$ cat config.mk
export PLATFORM = sky130hd
export DESIGN_NAME = alu_issue_queue_flat
export DESIGN_NICKNAME = d
export VERILOG_FILES = /design/src/rtl/alu_issue_queue_if.sv /design/src/rtl/alu_issue_queue.sv /design/src/flat_wrapper.sv
export SDC_FILE = /design/constraint.sdc
export NUM_CORES = 2
export LEC_CHECK = 0
export BUFFER_PORTS_ARGS = -buffer_cell sky130_fd_sc_hd__buf_2
export CAP_MARGIN = 20
export CORE_MARGIN = 3
export CORE_UTILIZATION = 61
export CTS_CLUSTER_DIAMETER = 200
export DETAILED_ROUTE_END_ITERATION = 7
export GPL_ROUTABILITY_DRIVEN = 0
export PLACE_DENSITY_LB_ADDON = 0.12
export SYNTH_ARGS = -nofsm -noshare
export SYNTH_HDL_FRONTEND = slang
export SYNTH_SLANG_ARGS = --single-unit
$ cat constraint.sdc
create_clock -name clk -period 4.95 [get_ports clk]
set_input_delay 0.495 -clock clk [delete_from_list [all_inputs] [get_ports clk]]
set_output_delay 0.495 -clock clk [all_outputs]
set_load 0.005 [all_outputs]
$ cat src/rtl/alu_issue_queue_if.sv
// Dispatch, CDB and issue bundle between the ALU issue queue and its neighbours.
// The queue side uses the slave modport; the environment (dispatch/CDB/ALUs) uses master.
interface alu_issue_queue_if #(
    parameter int unsigned NUM_ALU = 3,
    parameter int unsigned TAG_W   = 6
);
    logic               disp_valid;
    logic               disp_ready;
    logic [3:0]         disp_optype;
    logic [TAG_W-1:0]   disp_src1_tag;
    logic               disp_src1_rdy;
    logic [31:0]        disp_src1_data;
    logic [TAG_W-1:0]   disp_src2_tag;
    logic               disp_src2_rdy;
    logic [31:0]        disp_src2_data;
    logic [31:0]        disp_imm;
    logic [TAG_W-1:0]   disp_dst_tag;

    logic               cdb_valid;
    logic [TAG_W-1:0]   cdb_tag;
    logic [31:0]        cdb_data;

    logic [NUM_ALU-1:0] alu_free;
    logic [NUM_ALU-1:0] alu_number;
    logic [3:0]         optype;
    logic [31:0]        data_in_sr1;
    logic [31:0]        data_in_sr2;
    logic [31:0]        data_in_imm;
    logic [TAG_W-1:0]   iss_dst_tag;

    modport master (
        output disp_valid, disp_optype, disp_src1_tag, disp_src1_rdy, disp_src1_data,
               disp_src2_tag, disp_src2_rdy, disp_src2_data, disp_imm, disp_dst_tag,
               cdb_valid, cdb_tag, cdb_data, alu_free,
        input  disp_ready, alu_number, optype, data_in_sr1, data_in_sr2, data_in_imm,
               iss_dst_tag
    );

    modport slave (
        input  disp_valid, disp_optype, disp_src1_tag, disp_src1_rdy, disp_src1_data,
               disp_src2_tag, disp_src2_rdy, disp_src2_data, disp_imm, disp_dst_tag,
               cdb_valid, cdb_tag, cdb_data, alu_free,
        output disp_ready, alu_number, optype, data_in_sr1, data_in_sr2, data_in_imm,
               iss_dst_tag
    );
endinterface

$ cat src/rtl/alu_issue_queue.sv
// Reservation station feeding the ALUs: buffers dispatched ops, wakes sources from the CDB
// and issues the lowest-index ready op to a free ALU chosen round-robin.
module alu_issue_queue #(
    parameter int unsigned DEPTH   = 8,
    parameter int unsigned NUM_ALU = 3,
    parameter int unsigned TAG_W   = 6
) (
    input  logic                     clk,
    input  logic                     rst,
    input  logic                     flush,
    alu_issue_queue_if.slave         bus,
    output logic [$clog2(DEPTH):0]   occupancy
);
    localparam int unsigned IdxW = $clog2(DEPTH);
    localparam int unsigned OccW = IdxW + 1;
    localparam int unsigned RrW  = (NUM_ALU > 1) ? $clog2(NUM_ALU) : 1;

    logic [DEPTH-1:0] valid_q, rdy1_q, rdy2_q;
    logic [3:0]       op_q   [DEPTH];
    logic [TAG_W-1:0] tag1_q [DEPTH];
    logic [TAG_W-1:0] tag2_q [DEPTH];
    logic [TAG_W-1:0] dst_q  [DEPTH];
    logic [31:0]      data1_q[DEPTH];
    logic [31:0]      data2_q[DEPTH];
    logic [31:0]      imm_q  [DEPTH];

    logic [RrW-1:0]     rr_q, rr_d;
    logic [OccW-1:0]    occ_q;
    logic [NUM_ALU-1:0] alu_num_q, alu_sel;
    logic [3:0]         iss_op_q;
    logic [31:0]        iss_sr1_q, iss_sr2_q, iss_imm_q;
    logic [TAG_W-1:0]   iss_dst_q;

    logic            disp_ready, disp_fire, cdb_live, issue;
    logic            free_found, cand_found, alu_found;
    logic [IdxW-1:0] free_idx, cand_idx;
    logic [RrW-1:0]  alu_idx;
    logic [1:0]      use_src;
    logic            new_rdy1, new_rdy2, byp1, byp2;

    // Bit 0: src1 used, bit 1: src2 used. Unknown op codes carry no sources.
    function automatic logic [1:0] src_use(input logic [3:0] op);
        case (op)
            4'd1, 4'd5, 4'd9, 4'd10:       src_use = 2'b11;
            4'd2, 4'd4, 4'd6, 4'd7, 4'd8:  src_use = 2'b01;
            default:                       src_use = 2'b00;
        endcase
    endfunction

    assign disp_ready = occ_q < OccW'(DEPTH);
    assign disp_fire  = bus.disp_valid & disp_ready & ~flush;
    assign cdb_live   = bus.cdb_valid & (bus.cdb_tag != '0);
    assign use_src    = src_use(bus.disp_optype);
    assign byp1       = use_src[0] & ~bus.disp_src1_rdy & cdb_live &
                        (bus.cdb_tag == bus.disp_src1_tag);
    assign byp2       = use_src[1] & ~bus.disp_src2_rdy & cdb_live &
                        (bus.cdb_tag == bus.disp_src2_tag);
    assign new_rdy1   = ~use_src[0] | bus.disp_src1_rdy | byp1;
    assign new_rdy2   = ~use_src[1] | bus.disp_src2_rdy | byp2;

    always_comb begin
        free_found = 1'b0;
        free_idx   = '0;
        cand_found = 1'b0;
        cand_idx   = '0;
        for (int i = 0; i < DEPTH; i++) begin
            if (!free_found && !valid_q[i]) begin
                free_found = 1'b1;
                free_idx   = IdxW'(i);
            end
            if (!cand_found && valid_q[i] && rdy1_q[i] && rdy2_q[i]) begin
                cand_found = 1'b1;
                cand_idx   = IdxW'(i);
            end
        end
    end

    // Round-robin: first pass scans from rr_q upward, second pass wraps to the low ALUs.
    always_comb begin
        alu_found = 1'b0;
        alu_idx   = '0;
        for (int a = 0; a < NUM_ALU; a++) begin
            if (!alu_found && a >= int'(rr_q) && bus.alu_free[a]) begin
                alu_found = 1'b1;
                alu_idx   = RrW'(a);
            end
        end
        for (int a = 0; a < NUM_ALU; a++) begin
            if (!alu_found && bus.alu_free[a]) begin
                alu_found = 1'b1;
                alu_idx   = RrW'(a);
            end
        end
        alu_sel = '0;
        for (int a = 0; a < NUM_ALU; a++) begin
            if (alu_idx == RrW'(a)) alu_sel[a] = 1'b1;
        end
        rr_d  = (alu_idx == RrW'(NUM_ALU - 1)) ? '0 : alu_idx + RrW'(1);
        issue = cand_found & alu_found;
    end

    always_ff @(posedge clk) begin
        if (rst || flush) begin
            valid_q   <= '0;
            rdy1_q    <= '0;
            rdy2_q    <= '0;
            rr_q      <= '0;
            occ_q     <= '0;
            alu_num_q <= '0;
            iss_op_q  <= '0;
            iss_sr1_q <= '0;
            iss_sr2_q <= '0;
            iss_imm_q <= '0;
            iss_dst_q <= '0;
        end else begin
            for (int i = 0; i < DEPTH; i++) begin
                if (cdb_live && !rdy1_q[i] && tag1_q[i] == bus.cdb_tag) begin
                    rdy1_q[i]  <= 1'b1;
                    data1_q[i] <= bus.cdb_data;
                end
                if (cdb_live && !rdy2_q[i] && tag2_q[i] == bus.cdb_tag) begin
                    rdy2_q[i]  <= 1'b1;
                    data2_q[i] <= bus.cdb_data;
                end
            end
            if (issue) begin
                valid_q[cand_idx] <= 1'b0;
                alu_num_q         <= alu_sel;
                iss_op_q          <= op_q[cand_idx];
                iss_sr1_q         <= data1_q[cand_idx];
                iss_sr2_q         <= data2_q[cand_idx];
                iss_imm_q         <= imm_q[cand_idx];
                iss_dst_q         <= dst_q[cand_idx];
                rr_q              <= rr_d;
            end else begin
                alu_num_q <= '0;
            end
            // Dispatch targets a free slot, so it never collides with the issuing entry.
            if (disp_fire) begin
                valid_q[free_idx] <= 1'b1;
                op_q[free_idx]    <= bus.disp_optype;
                tag1_q[free_idx]  <= bus.disp_src1_tag;
                tag2_q[free_idx]  <= bus.disp_src2_tag;
                rdy1_q[free_idx]  <= new_rdy1;
                rdy2_q[free_idx]  <= new_rdy2;
                data1_q[free_idx] <= byp1 ? bus.cdb_data : bus.disp_src1_data;
                data2_q[free_idx] <= byp2 ? bus.cdb_data : bus.disp_src2_data;
                imm_q[free_idx]   <= bus.disp_imm;
                dst_q[free_idx]   <= bus.disp_dst_tag;
            end
            occ_q <= occ_q + OccW'(disp_fire) - OccW'(issue);
        end
    end

    assign bus.disp_ready  = disp_ready;
    assign bus.alu_number  = alu_num_q;
    assign bus.optype      = iss_op_q;
    assign bus.data_in_sr1 = iss_sr1_q;
    assign bus.data_in_sr2 = iss_sr2_q;
    assign bus.data_in_imm = iss_imm_q;
    assign bus.iss_dst_tag = iss_dst_q;
    assign occupancy       = occ_q;

`ifndef SYNTHESIS
    occ_bounded_a: assert property (@(posedge clk) disable iff (rst)
        (occ_q <= OccW'(DEPTH)) && (32'(occ_q) == $countones(valid_q)));
`endif
endmodule
$ cat src/flat_wrapper.sv
// flat-port wrapper written by rule: the top's interface ports become plain ports
module alu_issue_queue_flat 
#(
    parameter int unsigned DEPTH   = 8,
    parameter int unsigned NUM_ALU = 3,
    parameter int unsigned TAG_W   = 6
)
  (clk, rst, flush, occupancy, bus_disp_valid, bus_disp_optype, bus_disp_src1_tag, bus_disp_src1_rdy, bus_disp_src1_data, bus_disp_src2_tag, bus_disp_src2_rdy, bus_disp_src2_data, bus_disp_imm, bus_disp_dst_tag, bus_cdb_valid, bus_cdb_tag, bus_cdb_data, bus_alu_free, bus_disp_ready, bus_alu_number, bus_optype, bus_data_in_sr1, bus_data_in_sr2, bus_data_in_imm, bus_iss_dst_tag);
  alu_issue_queue_if #(.NUM_ALU(NUM_ALU), .TAG_W(TAG_W)) bus_i ();
  input  logic clk;
  input  logic rst;
  input  logic flush;
  output logic [$clog2(DEPTH):0] occupancy;
  input wire logic [$bits(bus_i.disp_valid)-1:0] bus_disp_valid;
  input wire logic [$bits(bus_i.disp_optype)-1:0] bus_disp_optype;
  input wire logic [$bits(bus_i.disp_src1_tag)-1:0] bus_disp_src1_tag;
  input wire logic [$bits(bus_i.disp_src1_rdy)-1:0] bus_disp_src1_rdy;
  input wire logic [$bits(bus_i.disp_src1_data)-1:0] bus_disp_src1_data;
  input wire logic [$bits(bus_i.disp_src2_tag)-1:0] bus_disp_src2_tag;
  input wire logic [$bits(bus_i.disp_src2_rdy)-1:0] bus_disp_src2_rdy;
  input wire logic [$bits(bus_i.disp_src2_data)-1:0] bus_disp_src2_data;
  input wire logic [$bits(bus_i.disp_imm)-1:0] bus_disp_imm;
  input wire logic [$bits(bus_i.disp_dst_tag)-1:0] bus_disp_dst_tag;
  input wire logic [$bits(bus_i.cdb_valid)-1:0] bus_cdb_valid;
  input wire logic [$bits(bus_i.cdb_tag)-1:0] bus_cdb_tag;
  input wire logic [$bits(bus_i.cdb_data)-1:0] bus_cdb_data;
  input wire logic [$bits(bus_i.alu_free)-1:0] bus_alu_free;
  output wire logic [$bits(bus_i.disp_ready)-1:0] bus_disp_ready;
  output wire logic [$bits(bus_i.alu_number)-1:0] bus_alu_number;
  output wire logic [$bits(bus_i.optype)-1:0] bus_optype;
  output wire logic [$bits(bus_i.data_in_sr1)-1:0] bus_data_in_sr1;
  output wire logic [$bits(bus_i.data_in_sr2)-1:0] bus_data_in_sr2;
  output wire logic [$bits(bus_i.data_in_imm)-1:0] bus_data_in_imm;
  output wire logic [$bits(bus_i.iss_dst_tag)-1:0] bus_iss_dst_tag;
  assign bus_i.disp_valid = bus_disp_valid;
  assign bus_i.disp_optype = bus_disp_optype;
  assign bus_i.disp_src1_tag = bus_disp_src1_tag;
  assign bus_i.disp_src1_rdy = bus_disp_src1_rdy;
  assign bus_i.disp_src1_data = bus_disp_src1_data;
  assign bus_i.disp_src2_tag = bus_disp_src2_tag;
  assign bus_i.disp_src2_rdy = bus_disp_src2_rdy;
  assign bus_i.disp_src2_data = bus_disp_src2_data;
  assign bus_i.disp_imm = bus_disp_imm;
  assign bus_i.disp_dst_tag = bus_disp_dst_tag;
  assign bus_i.cdb_valid = bus_cdb_valid;
  assign bus_i.cdb_tag = bus_cdb_tag;
  assign bus_i.cdb_data = bus_cdb_data;
  assign bus_i.alu_free = bus_alu_free;
  assign bus_disp_ready = bus_i.disp_ready;
  assign bus_alu_number = bus_i.alu_number;
  assign bus_optype = bus_i.optype;
  assign bus_data_in_sr1 = bus_i.data_in_sr1;
  assign bus_data_in_sr2 = bus_i.data_in_sr2;
  assign bus_data_in_imm = bus_i.data_in_imm;
  assign bus_iss_dst_tag = bus_i.iss_dst_tag;
  alu_issue_queue #(.DEPTH(DEPTH), .NUM_ALU(NUM_ALU), .TAG_W(TAG_W)) u_core (.clk(clk), .rst(rst), .flush(flush), .bus(bus_i), .occupancy(occupancy));
endmodule
; After elaboration in Yosys (flattened, before gate mapping)
; Memories as Yosys holds them, arrays and structs flattened. A register that Yosys moved wholly into a read port is not among the register bits.
; Index checks and enable logic that the tools add are counted.
[word_totals]
ff_bits = 33
latch_bits = 0
ram_bits = 944
rom_bits = 32
input_bits = 166
out_inout_bits = 114
word_cells = 325
memories = 8
[memory_table]
columns = name, words, word_bits, rd, rd_clocked_by_memory_dff, wr, line_no
row1 = u_core.data1_q, 8, 32, 1, 1, 9, alu_issue_queue.sv:23  ; logic [31:0] data1_q[DEPTH];
row2 = u_core.data2_q, 8, 32, 1, 1, 9, alu_issue_queue.sv:24  ; logic [31:0] data2_q[DEPTH];
row3 = u_core.imm_q, 8, 32, 1, 1, 1, alu_issue_queue.sv:25  ; logic [31:0] imm_q [DEPTH];
row4 = u_core.dst_q, 8, 6, 1, 1, 1, alu_issue_queue.sv:22  ; logic [TAG_W-1:0] dst_q [DEPTH];
row5 = u_core.tag1_q, 8, 6, 8, 0, 1, alu_issue_queue.sv:20  ; logic [TAG_W-1:0] tag1_q [DEPTH];
row6 = u_core.tag2_q, 8, 6, 8, 0, 1, alu_issue_queue.sv:21  ; logic [TAG_W-1:0] tag2_q [DEPTH];
row7 = +2 memories, --, --, --, --, --, --
[op_classes]
n_addsub = 3
n_mul = 0
div_mod_pow = 0
magnitude_cmp = 8
n_eq_ne = 20
shifts = 0
muxes = 140
n_bitwise = 23
n_reduce_logical = 117
[ops]
columns = cell, count
row1 = two-way mux 1 bit, 112
row2 = equality test 6 bit, 18
row3 = logical AND 1 bit, 72
row4 = two-way mux 32 bit, 2
row5 = zero test 1 bit, 41
row6 = two-way mux 8 bit, 5
row7 = two-way mux 3 bit, 8
row8 = two-way mux 2 bit, 9
row9 = bitwise mux 8 bit, 2
row10 = AND 1 bit, 10
row11 = AND 8 bit, 1
row12 = "less-than comparator 3 x 4 -> 1 bit, second input constant", 2
row13 = inverter 8 bit, 1
row14 = OR 8 bit, 1
row15 = demux 1 bit (select 3 bit), 2
row16 = ">= comparator 3 x 1 -> 1 bit, second input constant", 2
row17 = inverter 1 bit, 6
row18 = nonzero test 6 bit, 1
row19 = adder 4 x 1 -> 4 bit, 1
row20 = ">= comparator 1 x 2 -> 1 bit, first input constant", 2
row21 = "less-than comparator 4 bit, second input constant", 1
row22 = OR 1 bit, 4
row23 = subtractor 4 x 1 -> 4 bit, 1
row24 = "adder 2 x 1 -> 2 bit, second input constant", 1
row25 = 6 further kinds, 6

; Depth between registers and ports, before layout
[depth]
depth_word = 48
mapped_depth = 12

; Worst setup path before layout
; No wires, ideal clock.
[synth_timing]
kind = in2reg
startpoint = input port bus_cdb_tag[1]
endpoint = memory u_core.data1_q[3][0] (enable)
setup_ns = 0.433
arrival_time_ns = 3.403
setup_slack_ns = 1.114
cell_stages = 7
path_buffers = 3
path_cell_list = buf_2 > or4_1 > o31a_1 > clkbuf_1 > buf_1 > nand3_1 > o22ai_1
[synth_rtl]
columns = element, line_no
row1 = "start, declared", flat_wrapper.sv:25  ; input wire logic [$bits(bus_i.cdb_tag)-1:0] bus_cdb_tag;
row2 = "end, declared", alu_issue_queue.sv:23

==> results by group <==
Setup path
  • CP max stage cell: a41o_2
  • Crit Path Class: reg2reg
  • R2R depth: 7
  • Worst Setup Start Kind: flop
  • R2R setup slack: 1.42 ns
  • Cells along the critical path: and4_1 -> and3_4 -> nand3b_1 -> a211oi_4 -> buf_4 -> a41o_2 -> buf_4
  • Crit. Startpoint: u_core.valid_q[0]
  • CP Buf/Inv Count: 2
  • FF-to-FF End: u_core.data2_q[7][14]
  • Setup crit end kind: flop
  • CP max FO: 23
  • Family with the most delay on the worst path: compound AO/OA/AOI/OAI gates
  • Worst path depth: 7
  • R2r startpoint: u_core.valid_q[0]
  • Worst EP arrival: approximately 3.9 ns
  • Most common cell on crit path: buf_4
  • Max stage delay on crit path: about 0.76 ns
  • CP endpoint: u_core.data2_q[7][14]
  • Worst EP required: between 5 and 6 ns

STA
  • Max Clock Skew: between 0.02 and 0.03 ns
  • Setup WS post-layout: approximately 1.4 ns
  • Max Fclk: between 0.2 and 0.3 GHz
  • Tcrit/Tclk final: 0.714
  • Tightest Pin Transition: about 1.2 ns
  • Fin. Hold Viols: 0
  • Final min period: roughly 3.5 ns
  • Final TNS setup: 0 ns
  • Final setup vio count: 0
  • Max-slew violation count: 0
  • RSZ-0062 raised after global routing: false
  • Slew headroom: 0.206

Logic synthesis
  • Main combinational cell family by area after synthesis: compound AO/OA/AOI/OAI gates
  • XOR/XNOR Fraction of Synth Area: 0.0211
  • Syn Nets: between 3,000 and 4,000
  • Synth Area in Adders: 0.00179
  • Simple logic cell fraction of the synthesized area: 0.0426
  • Register area share after synthesis: 0.676
  • Mux share of post-synthesis cell area: 0.0745
  • #FFs+latches synth: roughly 1,100
  • Post-synth top flop: edfxtp_1
  • Distinct cell type count after synthesis: 70
  • Number of synthesized flops with an enable pin: about 940
  • Async set-reset flop share out of synthesis: 0
  • Yosys warns: 0
  • Cell Area, Synth: ~46,000 um2
  • Mean Syn Cell Area: 13.7 um2
  • Post-synthesis compound-gate area fraction: 0.152
  • Gate count of the mapped netlist: around 3,400

Power and ir drop
  • Total power: 19.2 mW
  • Pleak: slightly below 20 nW
  • Max VDD drop: about 0.00028 V
  • Power Dens Cells: roughly 370 nW/um2

Floorplanning
  • Die Wd: 281 um
  • Core box area: around 75,000 um2
  • Die area: roughly 80,000 um2
  • Die H: about 280 um
  • Top Ports: 280
  • Number of core rows: 100
  • Initial Utilization: 0.617

GRT
  • Pin count of the biggest net entering global routing: approximately 140
  • Initial antenna violation count: 7
  • Total grt overflow: 0
  • Vias in the first global route: between 30,000 and 40,000
  • First-pass GRT wire length: between 150,000 and 200,000 um
  • Global-route usage over all layers: 0.340

Clock tree
  • H-tree depth: 3
  • Worst skew pair latency: 0.68 ns
  • Clk buf depth: 3
  • Root Driver: clkbuf_16
  • Clock sink count: approximately 1,100
  • Setup Buffers After CTS: 0
  • Number of buffers created by CTS: ~110
  • CTS tree: built
  • Clk slew on worst S/H paths: ~0.060 ns
  • PostCTS Resize Cnt: 0
  • Post-CTS Hold Buffers: 0

Place
  • Post-Place Worst Slack: 1.10 ns
  • Port Buf Inserts: between 200 and 300
  • Dpl cells: ~4,400
  • Placed wire-length estimate: 73,300 um

Min path
  • WHS Path Cells: 1
  • Hold WC Path Type: in2reg

Run
  • Max-Cap Viols: 0

Finish
  • Area Growth Syn to Fin: 12.9%
  • Layout cells sized above 1: 0.177
  • Nets@finish: about 3,700
  • Non-Filler Instances: approximately 4,600

Routing
  • Detailed Routing Iterations Pass 1: 6
  • DR WL/cell: 29.6 um
  • Final ANT Viol Nets: 0
  • Drc violations: 0
  • Total Routed Length: around 140,000 um
  • DR vias/cell: approximately 7
  • Initial DRC count: about 4,300
  • Routed vias: 31,865

Status
  • Status: finished, final reports clean
-- stage by stage --
step / hold slack, ns / instance area, um2 / util
6_report: 0.0887 / 52000 / 0.697
5_1_grt: 0.0854 / 52000 / 0.697
4_1_cts: 0.0667 / 52000 / 0.697
3_5_place_dp: 0.435 / 48300 / 0.647
3_3_place_gp: 0.428 / 48300 / 0.647
2_1_floorplan: 0.449 / 46000 / -
-- routing by layer --
layer | GRT usage | part of all wire | vias to the layer above
met2 | 0.542 | 0.47 | 2229
li1 | - | - | 13558
met4 | 0.183 | 0.053 | 2
met3 | 0.0753 | 0.12 | 462
met5 | 0 | 0.000059 | -
met1 | 0.439 | 0.36 | 15614
-- flip-flops by register name, summed over array words and instances, names as in the netlist --
register                count
u_core.bus.data_in_sr2     32
u_core.rdy2_q               8
u_core.data2_q            256
u_core.bus.alu_number       3
u_core.bus.data_in_imm     32
u_core.bus.optype           4
u_core.rdy1_q               8
u_core.dst_q               48
u_core.bus.data_in_sr1     32
u_core.occupancy            4
u_core.data1_q            256
u_core.imm_q              256
u_core.valid_q              8
u_core.rr_q                 2
u_core.op_q                32
u_core.bus.iss_dst_tag      6
u_core.tag2_q              48
u_core.tag1_q              48
-- synth_stat cells, types with 16 or more instances --
cell        n  share of area
a21oi_1   556          0.060
a221oi_1   76          0.014
a22oi_1    76          0.012
buf_1      16         0.0013
buf_2      48         0.0052
buf_4      17         0.0028
buf_6      25         0.0061
clkbuf_1  178          0.015
dfxtp_1   139          0.060
edfxtp_1  944           0.62
inv_1      17         0.0014
mux2i_1   326          0.071
nand2_1    64         0.0052
nand3_1    27         0.0029
nor2_1    246          0.020
nor3_1     20         0.0022
nor4_1     16         0.0022
o21ai_0    81         0.0088
o221a_2    67          0.016
o221ai_1   67          0.013
o22ai_1    71         0.0096
o31ai_1    43         0.0070
xor2_1    106          0.020
-- kinds of logic (layout without fill, tap and decap cells) --
logic type | after synthesis | in the layout
compound gates | 1092 | 1092
flops | 1083 | 1083
fa+ha+maj | 6 | 6
other cells | 0 | 7
xor+xnor | 111 | 111
mux | 339 | 339
simple gates | 428 | 428
buf+inv | 307 | 575
-- cell type report --
class,instances,area (um2)
well taps,969,1210
flip-flops and latches,1083,31100
multi-input cells,1976,13700
inverters,18,67.6
clock inverters,59,721
repair buffers,352,2110
diodes,7,17.5
fillers,5014,22600
clock buffers,146,3000
-- how the worst min path moves through the flow --
stage	from	to	slack [ns]
floorplan	u_core.bus.data_in_imm[18]	u_core.bus.data_in_imm[18]	0.45
detailed placement	u_core.bus.data_in_imm[23]	u_core.bus.data_in_imm[23]	0.43
global route	bus_disp_imm[8]	u_core.imm_q[1][8]	0.09
CTS	bus_disp_imm[8]	u_core.imm_q[0][8]	0.07
finish	bus_disp_dst_tag[2]	u_core.dst_q[7][2]	0.09
global placement	u_core.bus.data_in_imm[23]	u_core.bus.data_in_imm[23]	0.43
-- cell usage in the layout, fill, tap and decap left out, drive strengths merged, types with 4 or more instances in the layout --
cell,count
dfxtp,139
mux2,4
o31ai,43
or3,4
clkinv,37
nor2b,9
and3,5
o22ai,71
o21bai,8
a31oi,7
bufinv,16
o21ai,82
ha,5
mux2i,335
buf,352
a21oi,556
clkinvlp,5
nand2,64
nor4,22
nand2b,9
xnor2,5
clkbuf,146
nand4,5
edfxtp,944
diode,7
nor3,20
xor2,106
a221oi,76
and2,6
a311oi,6
nand3,28
nor2,246
a211oi,7
inv,19
o221ai,67
o221a,67
a22oi,76
-- report_power, final --
part | total [mW] | internal [mW] | switching, mW
registers | 9.98 | 9.97 | 0.0140
clock network | 8.52 | 5.08 | 3.45
logic | 0.721 | 0.214 | 0.507
No activity file was read; power rests on OpenSTA's default activity.
